--- src/rtl/commit_trace_unit_if.sv ---
// Commit-side and trace-side signal bundle for commit_trace_unit.
// The ROB/testbench drives through master; the trace unit uses slave.
interface commit_trace_unit_if #(
  parameter int ORDER_W = 64
);
  logic               commit_valid;
  logic [31:0]        commit_inst;
  logic [31:0]        commit_pc;
  logic [31:0]        commit_pc_next;
  logic [4:0]         commit_rs1;
  logic [4:0]         commit_rs2;
  logic [31:0]        commit_rs1_data;
  logic [31:0]        commit_rs2_data;
  logic [4:0]         commit_rd;
  logic [31:0]        commit_rd_data;
  logic               commit_ld_regfile;
  logic               commit_mispredict;
  logic [31:0]        commit_target;
  logic               jalr_resolved;
  logic [31:0]        jalr_target;
  logic               commit_stall;

  logic               trace_valid;
  logic               trace_ready;
  logic [31:0]        trace_inst;
  logic [31:0]        trace_pc_rdata;
  logic [31:0]        trace_pc_wdata;
  logic [31:0]        trace_rs1_rdata;
  logic [31:0]        trace_rs2_rdata;
  logic [31:0]        trace_rd_wdata;
  logic [4:0]         trace_rs1_addr;
  logic [4:0]         trace_rs2_addr;
  logic [4:0]         trace_rd_addr;
  logic               trace_load_regfile;
  logic [ORDER_W-1:0] trace_order;
  logic               trace_halt;
  logic               halted;
  logic               overflow;

  modport master (
    output commit_valid, commit_inst, commit_pc, commit_pc_next,
           commit_rs1, commit_rs2, commit_rs1_data, commit_rs2_data,
           commit_rd, commit_rd_data, commit_ld_regfile,
           commit_mispredict, commit_target, jalr_resolved, jalr_target,
           trace_ready,
    input  commit_stall, trace_valid, trace_inst, trace_pc_rdata,
           trace_pc_wdata, trace_rs1_rdata, trace_rs2_rdata, trace_rd_wdata,
           trace_rs1_addr, trace_rs2_addr, trace_rd_addr, trace_load_regfile,
           trace_order, trace_halt, halted, overflow
  );

  modport slave (
    input  commit_valid, commit_inst, commit_pc, commit_pc_next,
           commit_rs1, commit_rs2, commit_rs1_data, commit_rs2_data,
           commit_rd, commit_rd_data, commit_ld_regfile,
           commit_mispredict, commit_target, jalr_resolved, jalr_target,
           trace_ready,
    output commit_stall, trace_valid, trace_inst, trace_pc_rdata,
           trace_pc_wdata, trace_rs1_rdata, trace_rs2_rdata, trace_rd_wdata,
           trace_rs1_addr, trace_rs2_addr, trace_rd_addr, trace_load_regfile,
           trace_order, trace_halt, halted, overflow
  );
endinterface

--- src/rtl/commit_trace_unit.sv ---
// Turns ROB commits into an ordered, sanitised, buffered retirement trace
// with pc_wdata correction, halt detection and overflow reporting.
module commit_trace_unit #(
  parameter int          DEPTH     = 8,
  parameter int          ORDER_W   = 64,
  parameter logic [31:0] HALT_INST = 32'h0007d463
) (
  input logic               clk,
  input logic               rst,
  commit_trace_unit_if.slave bus
);

  localparam int AW = $clog2(DEPTH);
  localparam int CW = AW + 1;

  localparam logic [6:0] OP_IMM   = 7'b0010011;
  localparam logic [6:0] OP_LOAD  = 7'b0000011;
  localparam logic [6:0] OP_JALR  = 7'b1100111;
  localparam logic [6:0] OP_LUI   = 7'b0110111;
  localparam logic [6:0] OP_AUIPC = 7'b0010111;
  localparam logic [6:0] OP_JAL   = 7'b1101111;

  typedef struct packed {
    logic [31:0]        inst;
    logic [31:0]        pc_rdata;
    logic [31:0]        pc_wdata;
    logic [4:0]         rs1_addr;
    logic [4:0]         rs2_addr;
    logic [31:0]        rs1_rdata;
    logic [31:0]        rs2_rdata;
    logic [4:0]         rd_addr;
    logic [31:0]        rd_wdata;
    logic               load_regfile;
    logic [ORDER_W-1:0] order;
    logic               halt;
  } entry_t;

  // Immediate-form and upper-immediate opcodes carry no rs2 operand.
  function automatic logic drops_rs2(input logic [6:0] op);
    case (op)
      OP_IMM, OP_LOAD, OP_JALR, OP_LUI, OP_AUIPC, OP_JAL: return 1'b1;
      default:                                            return 1'b0;
    endcase
  endfunction

  function automatic logic drops_rs1(input logic [6:0] op);
    case (op)
      OP_LUI, OP_AUIPC, OP_JAL: return 1'b1;
      default:                  return 1'b0;
    endcase
  endfunction

  // A JALR resolving in the commit cycle itself wins over the stale buffer.
  function automatic logic [31:0] pick_pc_wdata(
    input logic        mispredict,
    input logic [31:0] target,
    input logic        is_jalr,
    input logic        resolved,
    input logic [31:0] resolved_target,
    input logic        buf_valid,
    input logic [31:0] buf_target,
    input logic [31:0] pc_next
  );
    if (mispredict)                return target;
    if (is_jalr && resolved)       return resolved_target;
    if (is_jalr && buf_valid)      return buf_target;
    return pc_next;
  endfunction

  logic [AW-1:0]      wptr;
  logic [AW-1:0]      rptr;
  logic [AW-1:0]      head_idx;
  logic [CW-1:0]      count;
  logic [ORDER_W-1:0] order_cnt;
  logic [31:0]        jbuf;
  logic               jbuf_valid;
  logic               halted;
  logic               overflow;
  logic               show_zero;
  logic               full;
  logic               empty;
  logic               deq;
  logic               accept;
  logic               is_jalr;
  logic [6:0]         opcode;
  entry_t             enq_p0;
  entry_t             head_p1;
  entry_t             mem_p1 [DEPTH];

  assign full    = (count == CW'(DEPTH));
  assign empty   = (count == '0);
  assign deq     = !empty && bus.trace_ready;
  assign accept  = bus.commit_valid && !halted && (!full || deq);
  assign opcode  = bus.commit_inst[6:0];
  assign is_jalr = (opcode == OP_JALR);

  // Stage p0: sanitise the retiring entry and stamp its order number.
  always_comb begin
    enq_p0              = '0;
    enq_p0.inst         = bus.commit_inst;
    enq_p0.pc_rdata     = bus.commit_pc;
    enq_p0.pc_wdata     = pick_pc_wdata(bus.commit_mispredict, bus.commit_target,
                                        is_jalr, bus.jalr_resolved, bus.jalr_target,
                                        jbuf_valid, jbuf, bus.commit_pc_next);
    enq_p0.rs1_addr     = drops_rs1(opcode) ? 5'd0  : bus.commit_rs1;
    enq_p0.rs1_rdata    = drops_rs1(opcode) ? 32'd0 : bus.commit_rs1_data;
    enq_p0.rs2_addr     = drops_rs2(opcode) ? 5'd0  : bus.commit_rs2;
    enq_p0.rs2_rdata    = drops_rs2(opcode) ? 32'd0 : bus.commit_rs2_data;
    enq_p0.rd_addr      = bus.commit_rd;
    enq_p0.rd_wdata     = (bus.commit_rd == 5'd0 || !bus.commit_ld_regfile)
                          ? 32'd0 : bus.commit_rd_data;
    enq_p0.load_regfile = bus.commit_ld_regfile;
    enq_p0.order        = order_cnt;
    enq_p0.halt         = (bus.commit_inst == HALT_INST);
  end

  always_ff @(posedge clk) begin
    if (rst) begin
      wptr       <= '0;
      rptr       <= '0;
      count      <= '0;
      order_cnt  <= '0;
      jbuf       <= '0;
      jbuf_valid <= 1'b0;
      halted     <= 1'b0;
      overflow   <= 1'b0;
      show_zero  <= 1'b1;
    end else begin
      if (accept) begin
        wptr      <= wptr + AW'(1);
        order_cnt <= order_cnt + ORDER_W'(1);
        show_zero <= 1'b0;
        if (enq_p0.halt) halted <= 1'b1;
      end
      if (deq) rptr <= rptr + AW'(1);
      count <= count + {{AW{1'b0}}, accept} - {{AW{1'b0}}, deq};
      if (bus.commit_valid && !halted && full && !deq) overflow <= 1'b1;
      if (bus.jalr_resolved) begin
        jbuf       <= bus.jalr_target;
        jbuf_valid <= 1'b1;
      end
      if (accept && is_jalr) jbuf_valid <= 1'b0;
    end
  end

  // Stage p1: storage; data is never reset, pointers alone define contents.
  always_ff @(posedge clk) begin
    if (accept) mem_p1[wptr] <= enq_p0;
  end

  // An empty FIFO keeps presenting the last popped entry; fresh reset shows zeros.
  assign head_idx = empty ? (rptr - AW'(1)) : rptr;
  assign head_p1  = show_zero ? '0 : mem_p1[head_idx];

  assign bus.commit_stall       = full;
  assign bus.trace_valid        = !empty;
  assign bus.trace_inst         = head_p1.inst;
  assign bus.trace_pc_rdata     = head_p1.pc_rdata;
  assign bus.trace_pc_wdata     = head_p1.pc_wdata;
  assign bus.trace_rs1_addr     = head_p1.rs1_addr;
  assign bus.trace_rs2_addr     = head_p1.rs2_addr;
  assign bus.trace_rs1_rdata    = head_p1.rs1_rdata;
  assign bus.trace_rs2_rdata    = head_p1.rs2_rdata;
  assign bus.trace_rd_addr      = head_p1.rd_addr;
  assign bus.trace_rd_wdata     = head_p1.rd_wdata;
  assign bus.trace_load_regfile = head_p1.load_regfile;
  assign bus.trace_order        = head_p1.order;
  assign bus.trace_halt         = head_p1.halt;
  assign bus.halted             = halted;
  assign bus.overflow           = overflow;

endmodule

--- src/flat_wrapper.sv ---
// flat-port wrapper written by rule: the top's interface ports become plain ports
module commit_trace_unit_flat 
#(
  parameter int          DEPTH     = 8,
  parameter int          ORDER_W   = 64,
  parameter logic [31:0] HALT_INST = 32'h0007d463
)
  (clk, rst, bus_commit_valid, bus_commit_inst, bus_commit_pc, bus_commit_pc_next, bus_commit_rs1, bus_commit_rs2, bus_commit_rs1_data, bus_commit_rs2_data, bus_commit_rd, bus_commit_rd_data, bus_commit_ld_regfile, bus_commit_mispredict, bus_commit_target, bus_jalr_resolved, bus_jalr_target, bus_trace_ready, bus_commit_stall, bus_trace_valid, bus_trace_inst, bus_trace_pc_rdata, bus_trace_pc_wdata, bus_trace_rs1_rdata, bus_trace_rs2_rdata, bus_trace_rd_wdata, bus_trace_rs1_addr, bus_trace_rs2_addr, bus_trace_rd_addr, bus_trace_load_regfile, bus_trace_order, bus_trace_halt, bus_halted, bus_overflow);
  commit_trace_unit_if #(.ORDER_W(ORDER_W)) bus_i ();
  input logic clk;
  input logic rst;
  input wire logic [$bits(bus_i.commit_valid)-1:0] bus_commit_valid;
  input wire logic [$bits(bus_i.commit_inst)-1:0] bus_commit_inst;
  input wire logic [$bits(bus_i.commit_pc)-1:0] bus_commit_pc;
  input wire logic [$bits(bus_i.commit_pc_next)-1:0] bus_commit_pc_next;
  input wire logic [$bits(bus_i.commit_rs1)-1:0] bus_commit_rs1;
  input wire logic [$bits(bus_i.commit_rs2)-1:0] bus_commit_rs2;
  input wire logic [$bits(bus_i.commit_rs1_data)-1:0] bus_commit_rs1_data;
  input wire logic [$bits(bus_i.commit_rs2_data)-1:0] bus_commit_rs2_data;
  input wire logic [$bits(bus_i.commit_rd)-1:0] bus_commit_rd;
  input wire logic [$bits(bus_i.commit_rd_data)-1:0] bus_commit_rd_data;
  input wire logic [$bits(bus_i.commit_ld_regfile)-1:0] bus_commit_ld_regfile;
  input wire logic [$bits(bus_i.commit_mispredict)-1:0] bus_commit_mispredict;
  input wire logic [$bits(bus_i.commit_target)-1:0] bus_commit_target;
  input wire logic [$bits(bus_i.jalr_resolved)-1:0] bus_jalr_resolved;
  input wire logic [$bits(bus_i.jalr_target)-1:0] bus_jalr_target;
  input wire logic [$bits(bus_i.trace_ready)-1:0] bus_trace_ready;
  output wire logic [$bits(bus_i.commit_stall)-1:0] bus_commit_stall;
  output wire logic [$bits(bus_i.trace_valid)-1:0] bus_trace_valid;
  output wire logic [$bits(bus_i.trace_inst)-1:0] bus_trace_inst;
  output wire logic [$bits(bus_i.trace_pc_rdata)-1:0] bus_trace_pc_rdata;
  output wire logic [$bits(bus_i.trace_pc_wdata)-1:0] bus_trace_pc_wdata;
  output wire logic [$bits(bus_i.trace_rs1_rdata)-1:0] bus_trace_rs1_rdata;
  output wire logic [$bits(bus_i.trace_rs2_rdata)-1:0] bus_trace_rs2_rdata;
  output wire logic [$bits(bus_i.trace_rd_wdata)-1:0] bus_trace_rd_wdata;
  output wire logic [$bits(bus_i.trace_rs1_addr)-1:0] bus_trace_rs1_addr;
  output wire logic [$bits(bus_i.trace_rs2_addr)-1:0] bus_trace_rs2_addr;
  output wire logic [$bits(bus_i.trace_rd_addr)-1:0] bus_trace_rd_addr;
  output wire logic [$bits(bus_i.trace_load_regfile)-1:0] bus_trace_load_regfile;
  output wire logic [$bits(bus_i.trace_order)-1:0] bus_trace_order;
  output wire logic [$bits(bus_i.trace_halt)-1:0] bus_trace_halt;
  output wire logic [$bits(bus_i.halted)-1:0] bus_halted;
  output wire logic [$bits(bus_i.overflow)-1:0] bus_overflow;
  assign bus_i.commit_valid = bus_commit_valid;
  assign bus_i.commit_inst = bus_commit_inst;
  assign bus_i.commit_pc = bus_commit_pc;
  assign bus_i.commit_pc_next = bus_commit_pc_next;
  assign bus_i.commit_rs1 = bus_commit_rs1;
  assign bus_i.commit_rs2 = bus_commit_rs2;
  assign bus_i.commit_rs1_data = bus_commit_rs1_data;
  assign bus_i.commit_rs2_data = bus_commit_rs2_data;
  assign bus_i.commit_rd = bus_commit_rd;
  assign bus_i.commit_rd_data = bus_commit_rd_data;
  assign bus_i.commit_ld_regfile = bus_commit_ld_regfile;
  assign bus_i.commit_mispredict = bus_commit_mispredict;
  assign bus_i.commit_target = bus_commit_target;
  assign bus_i.jalr_resolved = bus_jalr_resolved;
  assign bus_i.jalr_target = bus_jalr_target;
  assign bus_i.trace_ready = bus_trace_ready;
  assign bus_commit_stall = bus_i.commit_stall;
  assign bus_trace_valid = bus_i.trace_valid;
  assign bus_trace_inst = bus_i.trace_inst;
  assign bus_trace_pc_rdata = bus_i.trace_pc_rdata;
  assign bus_trace_pc_wdata = bus_i.trace_pc_wdata;
  assign bus_trace_rs1_rdata = bus_i.trace_rs1_rdata;
  assign bus_trace_rs2_rdata = bus_i.trace_rs2_rdata;
  assign bus_trace_rd_wdata = bus_i.trace_rd_wdata;
  assign bus_trace_rs1_addr = bus_i.trace_rs1_addr;
  assign bus_trace_rs2_addr = bus_i.trace_rs2_addr;
  assign bus_trace_rd_addr = bus_i.trace_rd_addr;
  assign bus_trace_load_regfile = bus_i.trace_load_regfile;
  assign bus_trace_order = bus_i.trace_order;
  assign bus_trace_halt = bus_i.trace_halt;
  assign bus_halted = bus_i.halted;
  assign bus_overflow = bus_i.overflow;
  commit_trace_unit #(.DEPTH(DEPTH), .ORDER_W(ORDER_W), .HALT_INST(HALT_INST)) u_core (.clk(clk), .rst(rst), .bus(bus_i));
endmodule
--- config.mk ---
export PLATFORM = sky130hd
export DESIGN_NAME = commit_trace_unit_flat
export DESIGN_NICKNAME = d
export VERILOG_FILES = /design/src/rtl/commit_trace_unit_if.sv /design/src/rtl/commit_trace_unit.sv /design/src/flat_wrapper.sv
export SDC_FILE = /design/constraint.sdc
export NUM_CORES = 2
export LEC_CHECK = 0
export BUFFER_PORTS_ARGS = -buffer_cell sky130_fd_sc_hd__clkbuf_2
export CAP_MARGIN = 25
export CORE_MARGIN = 4
export CORE_UTILIZATION = 51
export DETAILED_ROUTE_END_ITERATION = 8
export GPL_ROUTABILITY_DRIVEN = 0
export HOLD_SLACK_MARGIN = 0.03
export PLACE_DENSITY = 0.74
export SLEW_MARGIN = 5
export SYNTH_ARGS = -nofsm -noshare
export SYNTH_HDL_FRONTEND = slang
export SYNTH_SLANG_ARGS = --single-unit
--- constraint.sdc ---
create_clock -name clk -period 39.4 [get_ports clk]
set_input_delay 0 -clock clk [delete_from_list [all_inputs] [get_ports clk]]
set_output_delay 0 -clock clk [all_outputs]
set_load 0.05 [all_outputs]
After elaboration in Yosys (flattened, before gate mapping). Memories as Yosys holds them, arrays and structs flattened. Index checks and enable logic that the tools add are counted.

Register bits: 110. Logic and storage cells: 68. Memories: 1. RAM bits: 2184. Memory bits (read-only): 0. Output and inout bits: 277. Latch bits: 0.

Memory list: u_core.mem_p1 (words 8, width 273, read ports 1, clocked after Yosys merged registers in 0, write ports 1, line commit_trace_unit.sv:88) `entry_t mem_p1 [DEPTH];`.

Reduce and logical (&&, ||, !) cells: 21. Multipliers: 0. Bitwise operators: 0. $lt $le $gt $ge: 0. Shift operators: 0. Add/sub/neg operators: 6. Div/mod/pow operators: 0. Multiplexer cells: 23. Eq/ne operators: 8.

Operators with widths (count): 32-bit 2-to-1 mux (9); 273-bit 2-to-1 mux (1); 64-bit by 1-bit adder with 64-bit output (second input constant) (1); 32-bit by 19-bit == test with 1-bit output (second input constant) (1); 7-bit by 5-bit == test with 1-bit output (second input constant) (2); 7-bit == test (second input constant) (2); 1-bit 2-to-1 mux (10); 5-bit 2-to-1 mux (2); 1-bit logical AND (8); 7-bit by 2-bit == test with 1-bit output (second input constant) (1); 7-bit by 6-bit == test with 1-bit output (second input constant) (1); 3-bit by 1-bit adder with 3-bit output (second input constant) (2); 6-bit OR reduction (1); 1-bit logical NOT (5); 5-bit logical NOT (1); 4-bit by 1-bit adder with 4-bit output (1); 4-bit == test (second input constant) (1); 4-bit logical NOT (1); 4-bit by 1-bit subtractor with 4-bit output (1); 3-bit 2-to-1 mux (1); 3-bit OR reduction (1); 3-bit by 1-bit subtractor with 3-bit output (second input constant) (1); 1-bit logical OR (2); 2-bit AND reduction (1); 2-bit OR reduction (1).

Depth between registers and ports, before layout.
Depth after elaboration: 9. Mapped depth: 13.

Worst setup path before layout. No wires, ideal clock.

Kind: flip-flop to flip-flop. Start point: register u_core.halted (netlist: u_core.bus.halted). End point: memory u_core.mem_p1[2][0] in the netlist's numbering, enable pin. Required time: 37.731 ns. Cell stages (with the launch flop): 5. Data arrival time: 28.859 ns. Path slack: 8.873 ns. Library setup time: 1.669 ns. Path buffers: 1. Clock period less this slack: 30.527 ns. Path through: dfxtp_1 > nor2b_1 > o21ai_0 > clkbuf_1 > nor4b_1.

Longest elaborated chain between the ends: 5.

Ends and longest elaborated chain: from (decl) (line commit_trace_unit.sv:77) `logic halted;`; from (signal assigned) (line commit_trace_unit.sv:125) `halted <= 1'b0;`; from (signal assigned) (line commit_trace_unit.sv:133) `if (enq_p0.halt) halted <= 1'b1;`; 1-bit logical NOT (line commit_trace_unit.sv:93) `assign accept = bus.commit_valid && !halted && (!full || deq);`; 1-bit logical AND (2 in series) (line commit_trace_unit.sv:93); 1-bit 2-to-1 mux (line commit_trace_unit.sv:148) `if (accept) mem_p1[wptr] <= enq_p0;`; 1-bit 2-to-1 mux (not written as such) (line commit_trace_unit.sv:148); to (decl) (line commit_trace_unit.sv:88).

Every way passes these cells.

Worst setup path in the final report.
Start point: register u_core.count[2]. End point: output bus_trace_rs2_addr[1].

Longest elaborated chain between the ends: 4.

Ends and longest elaborated chain: from (decl) (line commit_trace_unit.sv:73) `logic [CW-1:0] count;`; from (signal assigned) (line commit_trace_unit.sv:136) `count <= count + {{AW{1'b0}}, accept} - {{AW{1'b0}}, deq};`; 4-bit logical NOT (line commit_trace_unit.sv:91) `assign empty = (count == '0);`; 3-bit 2-to-1 mux (line commit_trace_unit.sv:152) `assign head_idx = empty ? (rptr - AW'(1)) : rptr;`; memory 8 x 273 bit; 273-bit 2-to-1 mux (line commit_trace_unit.sv:153) `assign head_p1 = show_zero ? '0 : mem_p1[head_idx];`; to (decl) (line flat_wrapper.sv:37) `output wire logic [$bits(bus_i.trace_rs2_addr)-1:0] bus_trace_rs2_addr;`.

Every way passes these cells.

==> flow_summary_export.csv <==
group,metric,value,unit
sta,worst_slew_pin_slew,1.36,ns
pwr,vdd_ir_drop_max,0.179,mV
synth,synth-edff-count,2184,
global_routing,overflow,0,
sta,rsz0062_at_grt,"false",
synth,synth.top_cell.area_share,0.732,
sta,period_needed,6.73,ns
die,die_y,427,um
sta,fmax,149,MHz
setup_path,path_max_fanout,222,
pwr,clkPwrFrac,0.253,
pwr,pwr-share-comb,0.405,
setup_path,crit_type,"reg2out",
pwr,power,8.37,mW
clock_network,clk_latency,0.87,ns
sta,timing.final.crit_share,0.171,
pwr,p_int,4.93,mW
pwr,power_switching_share,0.411,
global_routing,grt_pass1_vias,58300,
clock_network,cts_buffer_depth,3,
setup_path,crit_required,39.40,ns
pwr,seq_power_share,0.341,
sta,slew_viol_final,0,
synth,yosys-top-cells-count,"2184 x edfxtp_1, 1745 x nand2_1, 361 x clkbuf_1, 306 x a31oi_1, 306 x mux2i_1",
synth,ys_seq_area_frac,0.756,
drt,ant_nets,0,
placement,dp_hpwl,118,mm
pwr,power_switching,3.44,mW
clock_network,cts_resized,0,
clock_network,post_cts_buffers,0,
synth,synth.most_common_cell,"edfxtp_1",
synth,syn-cell-area,89600,um2
setup_path,timing.critical_path.to_type,"output pin",
final_layout,fillers,12400,
global_routing,grt_max_degree,223,
outcome,status,"complete, no violations",
drt,drc,0,
drt,drtIter0Drc,6597,
placement,io_buffers,554,
synth,yosys.cell_types.count,57,
drt,avgViaCountPerCell,5.98,
final_layout,fin_area,107000,um2
synth,synth_area_leaders,"edfxtp_1 73%, nand2_1 7.3%, mux2i_1 3.4%, a32oi_1 2.7%, dfxtp_1 2.5%",
sta,tns,0,ns
drt,routed_wl,239,mm
final_layout,fin_nets,7595,
die,core,174000,um2
die,io_pins,555,
synth,async_reset_ff_frac,0,
final_layout,fin_util,0.611,
clock_network,root_buffer,"clkbuf_16",
run,drv_cap,0,
drt,routed-via-count,58700,
sta,setup_violations,0,
setup_path,crit_arrival,6.73,ns
sta,finClkSkew,0.0549,ns
synth,syn_nets,6710,
synth,ys_seq_elements,2294,
placement,placed_cell_area,94800,um2
setup_path,start_kind,"register",
die,die_w,427,um
clock_network,numCtsBuffers,220,
synth,syn_area_per_cell,14.0,um2
die,dieArea,183000,um2
pwr,powerDensity,78.5,nW/um2
final_layout,area_growth,18.9,%
drt,drt_pass1_iterations,6,
clock_network,h-tree-depth,4,
clock_network,clk_pin_slew,0.06,ns
global_routing,antenna_found_initial,11,
pwr,leakage,38.1,nW
drt,drt-wirelength-per-cell,24.3,um
synth,syn_inst,6421,
global_routing,grt_pass1_wl,352,mm
worst_hold_path,hp-class,"in2reg",
synth,synth_warnings,0,
global_routing,grtUsageTotal,0.254,
sta,slew_headroom,0.0915,
die,initial_core_util,0.514,
final_layout,drive_above_1_share,0.133,
die,rows,153,
clock_network,cts_tree,"done",
sta,hold_viol,0,
synth,yosysTopAreaCell,"edfxtp_1",
clock_network,clock-sinks,2294,
synth,synth_ff_type,"edfxtp_1",
[flip-flops by register name (all words and copies together) (netlist names)]
register and flops:
u_core.bus.halted 1, u_core.bus.overflow 1, u_core.count 4, u_core.jbuf 32
u_core.jbuf_valid 1, u_core.mem_p1 2184, u_core.order_cnt 64, u_core.rptr 3
u_core.show_zero 1, u_core.wptr 3
[power groups by stage]
stage | registers [mW] | clock network [mW] | logic (mW)
CTS | 2.85 | 2.14 | 3.37
finish | 2.86 | 2.12 | 3.39
global route | 2.86 | 2.25 | 3.64
detailed placement | 2.91 | 0 | 3.32
global placement | 2.90 | 0 | 3.25
floorplan | 3.00 | 0 | 2.36
[cell families (layout without fill, tap and decap cells)]
kind of cell	count (synthesis)	count (layout)	synth area share
compound gates	696	696	0.0559
xor+xnor	39	39	0.00381
fa+ha+maj	11	11	0.00162
buf+inv	432	1504	0.0182
flops	2294	2294	0.756
mux	307	307	0.0343
other cells	0	8	0
simple gates	2642	2642	0.130
[through the flow]
step / hold WS [ns] / instances / setup slack, ns
after global placement: 0.254 / 8965 / 33.80
after floorplan: 0.0989 / 6421 / 8.87
after global routing: 0.0749 / 9826 / 32.19
after detailed placement: 0.267 / 8967 / 33.61
after CTS: 0.0386 / 9813 / 32.67
final: 0.104 / 9826 / 32.67
[worst paths after layout]
check | from | end | slack (ns) | cells past startpoint
max | u_core.count[2]$_SDFF_PP0_ | bus_trace_rs2_addr[1] | 32.67 | 12
max reg2reg | u_core.count[2]$_SDFF_PP0_ | u_core.mem_p1[7][124]$_DFFE_PP_ | 34.38 | 11
min | bus_commit_inst[5] | u_core.mem_p1[1][246]$_DFFE_PP_ | 0.10 | 2
min reg2reg | u_core.bus.halted$_SDFFE_PP0P_ | u_core.bus.halted$_SDFFE_PP0P_ | 0.51 | 2
[metal layers]
layer	wire length [um]	track usage
met1	90000	0.324
met2	117000	0.422
met4	11700	0.127
met3	19700	0.0436
met5	7	0
[critical path, stage by stage (launching register included)]
cell and delay, ns:
dfxtp_1 0.30, inv_1 0.09, ha_1 0.18, nor3b_2 0.50, xnor2_2 0.20, buf_12 0.79
buf_4 0.89, buf_12 0.64, buf_4 0.96, mux2i_1 0.24, a32oi_1 0.24, and3_1 0.21
clkbuf_2 0.30
[repair_timing]
item	CTS	global route
setup endpoints to repair	0	0
hold buffers	437	0
endpoints found under the hold margin	1738	0
[area by class of cell]
cell class | instances | area (um2) | area share
timing repair buffer | 1074 | 8160 | 0.0765
clock buffer | 272 | 5790 | 0.0543
tap | 2325 | 2910 | 0.0273
antenna | 8 | 20.0 | 0.000188
clock inverter | 137 | 1500 | 0.0141
sequential | 2294 | 67800 | 0.636
multi-input combinational | 3695 | 20400 | 0.191
inverter | 21 | 78.8 | 0.000739
[cells in the final DEF, fill, tap and decap left out, types with 6 or more instances in the layout]
master and instances:
nor2b_1 78, and2_1 35, buf_4 56, nor2_1 85
dlygate4sd3_1 437, bufinv_16 25, clkbuf_16 221, or4_1 16
dfxtp_1 109, or3_1 18, o22ai_1 32, xor2_1 26
nand2_1 1745, and3_1 278, clkbuf_8 7, ha_1 10
xnor2_1 11, a32oi_1 273, nor3_1 8, a31oi_1 306
clkinvlp_4 9, buf_12 21, edfxtp_1 2184, a21oi_1 36
buf_16 6, clkbuf_1 44, clkinv_1 40, clkbuf_2 553
inv_1 20, nand3_1 297, nor4_1 11, o21ai_0 19
clkinv_2 44, nand4_1 36, mux2i_1 306, o31ai_1 14
diode_2 8
No activity file was read; power rests on OpenSTA's default activity.
